## src/rtl/sram_bank_param.sv

```systemverilog
// Parametrised single-port SRAM bank with byte-masked writes,
// registered read port and a built-in zero-fill clear sequencer.
module sram_bank_param #(
  parameter int DATA_W = 128,
  parameter int ADDR_W = 4
) (
  input  logic              clk,
  input  logic              reset,
  input  logic              CEN,
  input  logic              WEN,
  input  logic [ADDR_W-1:0] A,
  input  logic [DATA_W-1:0] D,
  input  logic [DATA_W/8-1:0] M,
  input  logic              clr,
  output logic [DATA_W-1:0] Q,
  output logic              q_valid,
  output logic              busy
);

  localparam int NB    = DATA_W / 8;
  localparam int DEPTH = 1 << ADDR_W;

  typedef enum logic {
    CLEAR,
    IDLE
  } state_t;

  state_t            state;
  logic [ADDR_W-1:0] cnt;
  logic [DATA_W-1:0] mem [DEPTH];
  logic [DATA_W-1:0] wdata;
  logic              acc;

  // accesses only reach the array while the sequencer is idle
  assign acc = (state == IDLE) && !CEN;

  // byte-merge new data over the currently stored word
  always_comb begin
    wdata = mem[A];
    for (int i = 0; i < NB; i++) begin
      if (M[i]) wdata[8*i +: 8] = D[8*i +: 8];
    end
  end

  // array write port: zero-fill while clearing, masked write otherwise
  always_ff @(posedge clk) begin
    if (state == CLEAR) begin
      mem[cnt] <= '0;
    end else if (acc && !WEN) begin
      mem[A] <= wdata;
    end
  end

  // clear sequencer and registered read port
  always_ff @(posedge clk or posedge reset) begin
    if (reset) begin
      state   <= CLEAR;
      cnt     <= '0;
      busy    <= 1'b1;
      Q       <= '0;
      q_valid <= 1'b0;
    end else begin
      q_valid <= 1'b0;
      unique case (state)
        CLEAR: begin
          cnt <= cnt + 1'b1;
          if (cnt == '1) begin
            state <= IDLE;
            busy  <= 1'b0;
          end
        end
        IDLE: begin
          if (acc && WEN) begin
            Q       <= mem[A];
            q_valid <= 1'b1;
          end
          // the access above still completes in the cycle clr is taken
          if (clr) begin
            state <= CLEAR;
            busy  <= 1'b1;
            cnt   <= '0;
          end
        end
      endcase
    end
  end

endmodule
```

## config.mk

```make
export PLATFORM = sky130hd
export DESIGN_NAME = sram_bank_param
export DESIGN_NICKNAME = d
export VERILOG_FILES = /design/src/rtl/sram_bank_param.sv
export SDC_FILE = /design/constraint.sdc
export NUM_CORES = 2
export LEC_CHECK = 0
export BUFFER_PORTS_ARGS = -buffer_cell sky130_fd_sc_hd__buf_2
export CORE_ASPECT_RATIO = 1.25
export CORE_MARGIN = 2
export CORE_UTILIZATION = 45
export CTS_BUF_LIST = sky130_fd_sc_hd__clkbuf_8
export DETAILED_ROUTE_END_ITERATION = 7
export SYNTH_ARGS = -nofsm -noshare
export SYNTH_HDL_FRONTEND = slang
export SYNTH_SLANG_ARGS = --single-unit
```

## constraint.sdc

```tcl
create_clock -name clk -period 8 [get_ports clk]
set_input_delay 0 -clock clk [delete_from_list [all_inputs] [get_ports clk]]
set_output_delay 0 -clock clk [all_outputs]
set_load 0.01 [all_outputs]
```

==> results by group <==
Logic synthesis
  – Netlist area before placement: 83900 sq um
  – FF+latch count, synth: 2183
  – Number of flops mapped to enable cells by yosys: 2048
  – Seq/Total Area, Yosys: 77.4%
  – Yosys warns: 0
  – Synth Flop Type: edfxtp_1
  – Synthesized instance count: 4010
  – Syn Area/Cell: 20.9 sq um
  – Post-Syn Nets: 4164
  – Asr flop ratio synth: 6.18%
  – Synth cell types: 33

Route
  – Starting DRT DRC Count: 3414
  – Drt total wl: 208000 um
  – DR WL/cell: 28.4 um
  – Vias: 42.6k
  – Via density: 5.80
  – Post-route DRC: 0
  – Routed Antenna Nets: 0
  – DR pass1 iterations: 7

Die
  – I/O pin count: 283
  – Core area: 186000 sq um
  – Chip Height: 487 um
  – Die area: 190000 sq um
  – Initial Util: 45.2%
  – Row count: 177
  – Die extent in x: 390 um

Timing
  – Setup ws final: 3960 ps
  – Relative slew slack: 15.2%
  – Fmax: 0.248 GHz
  – Final Max Tran Viols: 0
  – Final Cycle Share: 50.4%
  – Setup Skew: 82.2 ps
  – Fin crit period: 4040 ps
  – RSZ-0062 raised after global routing: no
  – Final setup violation count: 0
  – Slew @ Worst Pin: 1270 ps
  – Setup TNS: 0 ps
  – Hold WS: 213 ps
  – Final Hold Viols: 0

GRT
  – Largest net degree at the start of global routing: 182
  – Vias in the first global route: 44.4k
  – Grt ovf: 0
  – All-Layer GR Usage: 22.1%
  – Initial antenna violation count: 14
  – First-pass GRT wire length: 303000 um

Setup path
  – Slowest CP cell: nor2_4
  – Req. time, crit path: 8580 ps
  – CP Class: flip-flop to flip-flop
  – Largest stage delay, worst path: 910 ps
  – Critical path endpoint category: flip-flop
  – CP arrival: 4620 ps
  – R2R cell count: 4
  – Critical path fanouts, max: 106
  – Critical path, cell by cell: nor3b_1, a31oi_1, nor2_4, buf_12
  – CP startpoint kind: flip-flop

Place
  – Routability cong.: 0.722
  – Pre-CTS setup slack: 4030 ps
  – PortBufs: 282
  – Post-DP HPWL: 104000 um

Clock tree
  – TritonCTS clock tree: built
  – CTS buffer count: 347
  – Root buf cell: clkbuf_8
  – Skew-Pair Late Insertion Delay: 1040 ps
  – Clk sinks: 2183
  – Max Buffers Root-to-Sink: 4
  – CTS resizes: 0
  – Worst-path clk slew: 60 ps
  – Htree depth: 5
  – Setup Buffers After CTS: 0

Hold path
  – Hold Path Cell Cnt: 4
  – Worst hold-check path type: input pin to flip-flop

Power and ir drop
  – Pwr Total: 28.8 mW
  – Pwr Density: 300 nW/um^2
  – Leak: 33.2 nW
  – Maximum vdd drop: 0.420 mV

Finish
  – Area Growth Syn to Fin: 14.7%
  – Final-layout fill cell count: 14.8k
  – Final core occ: 51.8%
  – Leading cell types in the layout, fill and taps excluded: edfxtp_1, mux4_2, clkbuf_8, buf_2
  – Nets: 4816
  – Most common cell after layout, fill and taps aside: edfxtp_1
  – Fraction of final layout cells sized beyond drive strength 1: 26.9%

Job
  – Max cap viols: 0

Outcome
  – Status: finished clean
## timing repair
action / in CTS / in global routing
setup endpoints to repair: 0 / 0
hold buffers: 181 / 0
endpoints found under the hold margin: 2300 / 0
## registers in the layout (all words and copies together) (netlist names)
register / count
mem: 2048
state: 1
q_valid: 1
busy: 1
cnt: 4
Q: 128
## final cells by class
| cell class | instances | area, sq um | share of cell area, % |
|---|---|---|---|
| sequential | 2183 | 64900 | 67.5 |
| multi-input combinational | 1591 | 17900 | 18.6 |
| clock inverter | 234 | 1190 | 1.24 |
| tap | 2416 | 3020 | 3.14 |
| antenna | 3 | 7.51 | 0.00781 |
| timing repair buffer | 533 | 3990 | 4.15 |
| clock buffer | 373 | 5130 | 5.34 |
| inverter | 6 | 30.0 | 0.0312 |
## power by group
| part | switching, mW | internal, mW | leakage (nW) |
|---|---|---|---|
| clock network | 4.29 | 4.55 | 3.62 |
| logic | 3.07 | 1.48 | 8.46 |
| registers | 0.573 | 14.9 | 21.1 |
## Yosys cell counts (3+ instances only)
cell type | number | area [sq um]
nor3_1 | 3 | 15.0
dfrtp_1 | 134 | 3350
nor2_1 | 149 | 559
clkbuf_1 | 135 | 507
buf_4 | 24 | 180
o21ai_1 | 128 | 641
buf_6 | 26 | 293
nor3b_1 | 3 | 22.5
a21oi_1 | 130 | 651
mux4_2 | 512 | 11500
edfxtp_1 | 2048 | 61500
inv_1 | 6 | 22.5
buf_1 | 4 | 15.0
buf_2 | 41 | 205
a22o_1 | 257 | 2250
o21ai_0 | 3 | 15.0
o21bai_1 | 128 | 961
nor2b_1 | 4 | 25.0
nand2_1 | 257 | 965
a31oi_1 | 5 | 31.3
## metal layers
metal	vias to the layer above	global-route usage, %	share of wire (%)
met1	22800	31.1	43
met3	299	3.93	6.3
met4	4	5.62	1.9
met5	-	0	0.013
li1	18000	-	-
met2	1509	35.9	49
## worst paths after layout
kind | to | start | slack (ps)
max | mem[8][71] | state | 3960
min | mem[12][42] | D[42] | 210
max reg2reg | mem[8][71] | state | 3960
min reg2reg | Q[8] | Q[8] | 470
max in group asynchronous | Q[125] | reset | 6270
min in group asynchronous | Q[45] | reset | 280
## critical path, delay by kind of cell (launching register included)
family | cells | cell delay (ps)
AO/OA/AOI/OAI | 1 | 480
buffers and inverters | 1 | 730
flip-flops | 1 | 570
AND/OR/NAND/NOR | 2 | 1630
## metrics by stage
| stage | instance area [sq um] | std cells |
|---|---|---|
| 3_5_place_dp | 88000 | 6548 |
| 2_1_floorplan | 83900 | 4010 |
| 4_1_cts | 96200 | 7336 |
| 6_report | 96200 | 7339 |
| 5_1_grt | 96200 | 7338 |
| 3_3_place_gp | 88000 | 6548 |
## cells by family after synthesis
group                    after synthesis  synth area share (%)
buffers and inverters                236                  1.46
AND/OR/NAND/NOR                      422                  1.94
adder cells (fa/ha/maj)                1                0.0149
flip-flops                          2183                  77.4
AO/OA/AOI/OAI                        655                  5.46
multiplexers                         513                  13.8
No activity file was read; power rests on OpenSTA's default activity.
